`config.mk`:
```
export PLATFORM = sky130hd
export DESIGN_NAME = waarde_naar_pwm_ramp
export DESIGN_NICKNAME = d
export VERILOG_FILES = /design/src/rtl/waarde_naar_pwm_ramp.sv
export SDC_FILE = /design/constraint.sdc
export NUM_CORES = 1
export LEC_CHECK = 0
export ABC_AREA = 1
export CAP_MARGIN = 20
export CORE_ASPECT_RATIO = 1.25
export CORE_MARGIN = 2
export CORE_UTILIZATION = 60
export DETAILED_ROUTE_END_ITERATION = 16
export GPL_ROUTABILITY_DRIVEN = 0
export PLACE_DENSITY = 0.8
export SLEW_MARGIN = 0
export SYNTH_ARGS = -nofsm -noshare
export SYNTH_HDL_FRONTEND = slang
export SYNTH_SLANG_ARGS = --single-unit
```
`constraint.sdc`:
```
create_clock -name Klok -period 5.5 [get_ports Klok]
set_input_delay 1.1 -clock Klok [delete_from_list [all_inputs] [get_ports Klok]]
set_output_delay 1.1 -clock Klok [all_outputs]
set_load 0.05 [all_outputs]
```
`src/rtl/waarde_naar_pwm_ramp.sv`:
```
// Motor PWM generator: maps a speed level to a compare value that ramps in bounded steps once per period.
// Optional emergency stop input enabled by defining WNP_NOODSTOP_EN.
module waarde_naar_pwm_ramp #(
  parameter int unsigned PERIOD  = 24000,
  parameter int unsigned CNT_W   = 16,
  parameter int unsigned LEVEL_W = 3,
  parameter int unsigned STEP    = 240
) (
  input  logic               Klok,
  input  logic               Reset,
  input  logic               Enable,
  input  logic [LEVEL_W-1:0] Invoer,
`ifdef WNP_NOODSTOP_EN
  input  logic               Noodstop,
`endif
  output logic               PWM,
  output logic [CNT_W-1:0]   Compare,
  output logic               Bezig,
  output logic               PeriodeStart
);

  localparam logic [CNT_W-1:0] LVL0   = CNT_W'(PERIOD * 5 / 100);
  localparam logic [CNT_W-1:0] LVL1   = CNT_W'(PERIOD * 20 / 100);
  localparam logic [CNT_W-1:0] LVL2   = CNT_W'(PERIOD * 40 / 100);
  localparam logic [CNT_W-1:0] LVL3   = CNT_W'(PERIOD * 60 / 100);
  localparam logic [CNT_W-1:0] LVL4   = CNT_W'(PERIOD * 80 / 100);
  localparam logic [CNT_W-1:0] LAST   = CNT_W'(PERIOD - 1);
  localparam logic [CNT_W:0]   STEP_X = (CNT_W + 1)'(STEP);

  // Elaboration-time parameter sanity
  if (64'(PERIOD) > (64'(1) << CNT_W)) begin : g_bad_period
    $error("PERIOD exceeds 2**CNT_W");
  end
  if (PERIOD < 2) begin : g_small_period
    $error("PERIOD must be at least 2");
  end
  if (STEP < 1) begin : g_bad_step
    $error("STEP must be at least 1");
  end

  logic [CNT_W-1:0] teller_q, teller_d;
  logic [CNT_W-1:0] doel_q, doel_d;
  logic [CNT_W-1:0] compare_q, compare_d;
  logic             pwm_q, pwm_d;
  logic             bezig_q, bezig_d;
  logic             pstart_q, pstart_d;

  logic [CNT_W-1:0] level_val;
  logic [CNT_W-1:0] ramp_val;
  logic [CNT_W:0]   cmp_x, doel_x, diff_x;
  logic             nood;

`ifdef WNP_NOODSTOP_EN
  assign nood = Noodstop;
`else
  assign nood = 1'b0;
`endif

  // Level table lookup, levels above 3 clamp to the 80 % entry
  always_comb begin
    level_val = LVL4;
    case (32'(Invoer))
      32'd0:   level_val = LVL0;
      32'd1:   level_val = LVL1;
      32'd2:   level_val = LVL2;
      32'd3:   level_val = LVL3;
      default: level_val = LVL4;
    endcase
  end

  // One bounded ramp step toward Doel, in CNT_W+1 bits so neither direction can wrap
  always_comb begin
    cmp_x    = {1'b0, compare_q};
    doel_x   = {1'b0, doel_q};
    diff_x   = '0;
    ramp_val = doel_q;
    if (doel_x >= cmp_x) begin
      diff_x = doel_x - cmp_x;
      if (diff_x > STEP_X) begin
        ramp_val = CNT_W'(cmp_x + STEP_X);
      end
    end else begin
      diff_x = cmp_x - doel_x;
      if (diff_x > STEP_X) begin
        ramp_val = CNT_W'(cmp_x - STEP_X);
      end
    end
  end

  always_comb begin
    teller_d  = (teller_q == LAST) ? '0 : teller_q + CNT_W'(1);
    doel_d    = Enable ? level_val : '0;
    compare_d = (teller_q == LAST) ? ramp_val : compare_q;
    pwm_d     = (teller_q < compare_q);
    pstart_d  = (teller_q == '0);
    bezig_d   = (compare_q != doel_q);
    if (nood) begin
      doel_d    = '0;
      compare_d = '0;
      pwm_d     = 1'b0;
      bezig_d   = 1'b0;
    end
  end

  always_ff @(posedge Klok) begin
    if (Reset) begin
      teller_q  <= '0;
      doel_q    <= '0;
      compare_q <= '0;
      pwm_q     <= 1'b0;
      bezig_q   <= 1'b0;
      pstart_q  <= 1'b0;
    end else begin
      teller_q  <= teller_d;
      doel_q    <= doel_d;
      compare_q <= compare_d;
      pwm_q     <= pwm_d;
      bezig_q   <= bezig_d;
      pstart_q  <= pstart_d;
    end
  end

  assign PWM          = pwm_q;
  assign Compare      = compare_q;
  assign Bezig        = bezig_q;
  assign PeriodeStart = pstart_q;

endmodule

```
After elaboration in Yosys (flattened, before gate mapping)
Cells that the tools add are included.
- flip-flop bits (word level): 51
- bits of input ports: 6
- output and inout port bits: 19
- logic and storage cells: 29
- $add $sub $neg: 5
- magnitude comparators: 4
- eq/ne operators: 5
- multiplexer cells: 4
- bitwise gates (word level): 1
- reductions and logical operators: 4
- operator list (operator ; number):
    $pmux W15 S4 ; 1
    $mux W16 ; 3
    $gt A17 B8 Y1 const B ; 2
    $sub A16 B16 Y17 ; 2
    $add A16 B1 Y16 const B ; 1
    $add A16 B8 Y16 const B ; 1
    $eq A16 B15 Y1 const B ; 1
    $ge A16 B16 Y1 ; 1
    $logic_not A16 Y1 ; 1
    $lt A16 B16 Y1 ; 1
    $ne A16 B16 Y1 ; 1
    $sub A16 B8 Y16 const B ; 1
    $eq A3 B2 Y1 const B ; 2
    $reduce_or A2 Y1 ; 2
    $eq A3 B1 Y1 const B ; 1
    $logic_not A3 Y1 ; 1
    $not A1 Y1 ; 1

Depth between registers and ports, before layout
- depth in word-level cells: 4
- gate-level depth with buffers: 19
- mapped depth without buffers: 18

Least setup slack after synthesis
Ideal clock, no wire load.
- path kind: reg-to-reg
- start: register compare_q[6] (netlist: Compare[6])
- end: register compare_q[10] (netlist: Compare[10])
- setup time: 114 ps
- arrival time: 2708 ps
- data required time: 5386 ps
- setup slack: 2678 ps
- stages on the path, launching flop included: 19
- buffers on the path: 2
- period minus slack after synthesis: 2822 ps
- path through: dfxtp_1 clkbuf_1 inv_1 ha_1 nand2_1 inv_2 nand2_1 nand3_1 nand2_1 nand2_1 nand2_1 nand3_1 nor2_4 nand2_4 buf_6 nand2_1 nand3_1 nand3_1 nand2_1
- longest elaborated chain between the ends: 4
- elaborated cells between the ends (all ways): 10
- those cells by class: add/sub: 4; order compare: 3; mux: 3
- ends and longest elaborated chain (element ; line ; text):
    start, declared ; 43 ; logic [CNT_W-1:0] compare_q, compare_d;
    start signal, assigned ; 116 ; compare_q <= compare_d;
    $sub A16 B16 Y17, on equally long branches ; 83, 78 ;
    $gt A17 B8 Y1, on equally long branches ; 84, 79 ;
    $mux W16, on equally long branches ; 84, 79 ;
    $mux W16 (*) ; 77 ; if (doel_x >= cmp_x) begin
Every way passes the cells marked *; elsewhere a longest branch is shown, timed or not.
A chain may end at the register's enable or synchronous reset.

Worst setup path in the final report
- start: register compare_q[9] (netlist: Compare[9])
- end: register compare_q[14] (netlist: Compare[14])
The elaborated chain is that of the path after synthesis.

==> flow_summary.toml <==
[power_and_ir_drop]
ir_worst_vdd_uv = 140.3
p_comb_share_pct = 24.4
power.density_mw_per_mm2 = 175.7
switching_power_uw = 253.6
pwr-share-seq_pct = 40.7
internal-power_uw = 487.4
p_leak_nw = 2.129
p_sw_share_pct = 34.23
power_frac_clock_pct = 34.9

[clock_network]
insertion_delay_ps = 310
cts_setup_buffers = 0
cts_max_level = 2
cts_tree = "done"
clk_pin_slew_worst_paths_ps = 90
cts_max_path_buffers = 2
cts-resized-gates = 0
cts_hold_buf = 0
clock_sinks = 40
root_buffer = "clkbuf_8"
cts_buffers = 5

[place]
dpl.hpwl_mm = 8.496
dp_cells = 718
portBuffers = 20

[floorplan]
core_sq_mm = 0.006206
start_util_pct = 62.18
die_width_um = 75.73
rows = 32
dieArea_sq_mm = 0.007093
num_io_pins = 25
die_height_um = 93.66

[detailed_routing]
drc_errors = 0
ant_nets = 0
drt_iter0_drc = 253
vias_per_cell = 5.503
finalWirelength_mm = 10.54
wl_per_cell_um = 14.52
vias = 3995
first_pass_iters = 5

[worst_setup_path]
endpoint_kind = "flip-flop"
cp_slowest_cell = "dfxtp_1"
crit_top_cell = "nand2_1"
worstPathRequired_ps = 5700
cp_data_arrival_time_ps = 3170
path_class = "reg -> reg"
critPathBufInv = 1
start_kind = "flip-flop"
crit_family = "simple AND/OR/NAND/NOR gates"
cpPeakStageDelay_ps = 490
critical_path.max_fanout = 12
cp_cell_sequence = "inv_1 > ha_1 > a21oi_1 > nand2_1 > nand2_1 > nand3_1 > nand2_1 > nand2_1 > nor2_4 > nand3_2 > nand2_1 > nand3_1 > nand3_1 > nand2_1"

[synth]
synthAdderAreaFrac_pct = 13.16
synth.distinct_cells = 34
synth_mux_area_share_pct = 0
yosysTopAreaCell = "dfxtp_1"
yosys-top-cells-area = "dfxtp_1 (21%), nand2_1 (18%), ha_1 (13%), nand3_1 (9.9%), inv_1 (8.6%)"
ys_warn_count = 0
yosysMostFrequentCell = "nand2_1"
synth_top_area_share_pct = 20.75
synth_top_family_by_area = "simple AND/OR/NAND/NOR gates"
yosysSeqAreaShare_pct = 20.75
async_flop_share_pct = 0
synth-compound-area-share_pct = 5.674
synth_ff_type = "dfxtp_1"
synthXorXnorAreaFrac_pct = 4.994
syn_avg_cell_area_sq_um = 6.204
yosys_register_bits = 40
syn_area_sq_mm = 0.003859
synth_edf_count = 0
yosys-top-cells-count = "nand2_1 (188), inv_1 (88), nand3_1 (76)"
postSynthCellCount = 622
synth-simple-area-share_pct = 43.64

[min_path]
min-delay-path-class = "reg -> reg"

[sta]
relSlewSlack_pct = 55.49
worst_pin_slew_ps = 665.2
post-route-min-period_ps = 2965
final.setup.tns_ps = 0
rsz0062_at_grt = "false"
slew_violations = 0
fmax_ghz = 0.3372
setup_viol = 0
hold_violations = 0
finalClockSkew_ps = 7.455
finalCritPeriodShare_pct = 53.92

[grt]
grt_max_degree = 16
antenna_found_initial = 0
grt_pass1_vias = 3830
grt_usage_pct = 31.65
grt_pass1_wl_mm = 17.20
overflow = 0

[cells_and_area]
multi_input_area_sq_mm = 0.002619
syn_to_final_growth_pct = 9.274
final_nets = 686
fillCellCount = 571
n_antenna_cell = 0
seqCellArea_sq_um = 800.8
drive_above_1_share_pct = 6.084
stdcell_count = 726

[run]
max_cap_viol_count = 0

[outcome]
status = "completed"
## final timing paths
| kind | cells after the start | startpoint | slack [ps] | end |
|---|---|---|---|---|
| setup / recovery | 14 | Compare[9]$_SDFFE_PP0P_ | 2530 | Compare[14]$_SDFFE_PP0P_ |
| setup reg to reg | 14 | Compare[9]$_SDFFE_PP0P_ | 2530 | Compare[14]$_SDFFE_PP0P_ |
| hold / removal | 1 | teller_q[0]$_SDFF_PP0_ | 460 | teller_q[0]$_SDFF_PP0_ |
| hold reg to reg | 1 | teller_q[0]$_SDFF_PP0_ | 460 | teller_q[0]$_SDFF_PP0_ |
## metrics by stage
step | hold slack (ps) | setup WS, ps | total power [mW] | cell area [sq um] | util [%]
detailed placement | 448.4 | 2603 | 0.4848 | 4101 | 66.09
global route | 503.1 | 2268 | 0.7709 | 4217 | 67.94
finish | 463.7 | 2535 | 0.7410 | 4217 | 67.94
CTS | 468.5 | 2581 | 0.7370 | 4217 | 67.94
global placement | 444.8 | 2593 | 0.4825 | 4101 | 66.09
floorplan | 430.0 | 2678 | 0.4502 | 3870 | -
## placed cells by master (no fill, tap or decap), types with 4 or more instances in the layout
master and count:
clkbuf_8 5, nor3_1 8, dfxtp_1 40, nor2_1 41, nor2_4 7, nand4_1 21, nand3_1 76, xor2_1 20
nor3b_1 4, o21ai_0 10, nor4_1 4, inv_2 9, a21oi_1 25, nand2_2 5, inv_1 88, conb_1 4
nand2_1 188, ha_1 39, nor2_2 4, clkdlybuf4s50_1 20
## kinds of logic after synthesis
group,Yosys count
AOI/OAI and AO/OA,41
buffers and inverters,111
adders and majority gates,40
DFF,40
other,1
and+or+nand+nor,367
xor gates and xnor gates,22
## cell type report
type | instances | share of cell area [%]
tap | 85 | 2.522
clock buffer | 5 | 1.632
inverter | 98 | 8.724
timing repair buffer | 21 | 4.926
sequential | 40 | 18.99
multi-input combinational | 474 | 62.11
clock inverter | 3 | 1.098
## state kept, by name, indices dropped and copies added, names as in the netlist
register and count:
doel_q 9, Bezig 1, Compare 12, PeriodeStart 1
PWM 1, teller_q 16
## power by group through the flow
stage | logic [mW] | registers (mW) | clock network, mW
floorplan | 0.139 | 0.311 | 0
global placement | 0.175 | 0.308 | 0
detailed placement | 0.177 | 0.308 | 0
CTS | 0.178 | 0.301 | 0.258
global route | 0.201 | 0.302 | 0.268
finish | 0.181 | 0.301 | 0.259
## routing by layer
metal  vias up  share of wire [%]  track usage (%)  wire (um)
met5         -                  0                0          0
met4         0                5.2            17.84        544
met3        47                4.5            5.901        479
met1      1791                 40            35.66       4199
met2       136                 50            54.20       5315
li1       2021                  -                -          -
Power figures use the tool's default switching activity.
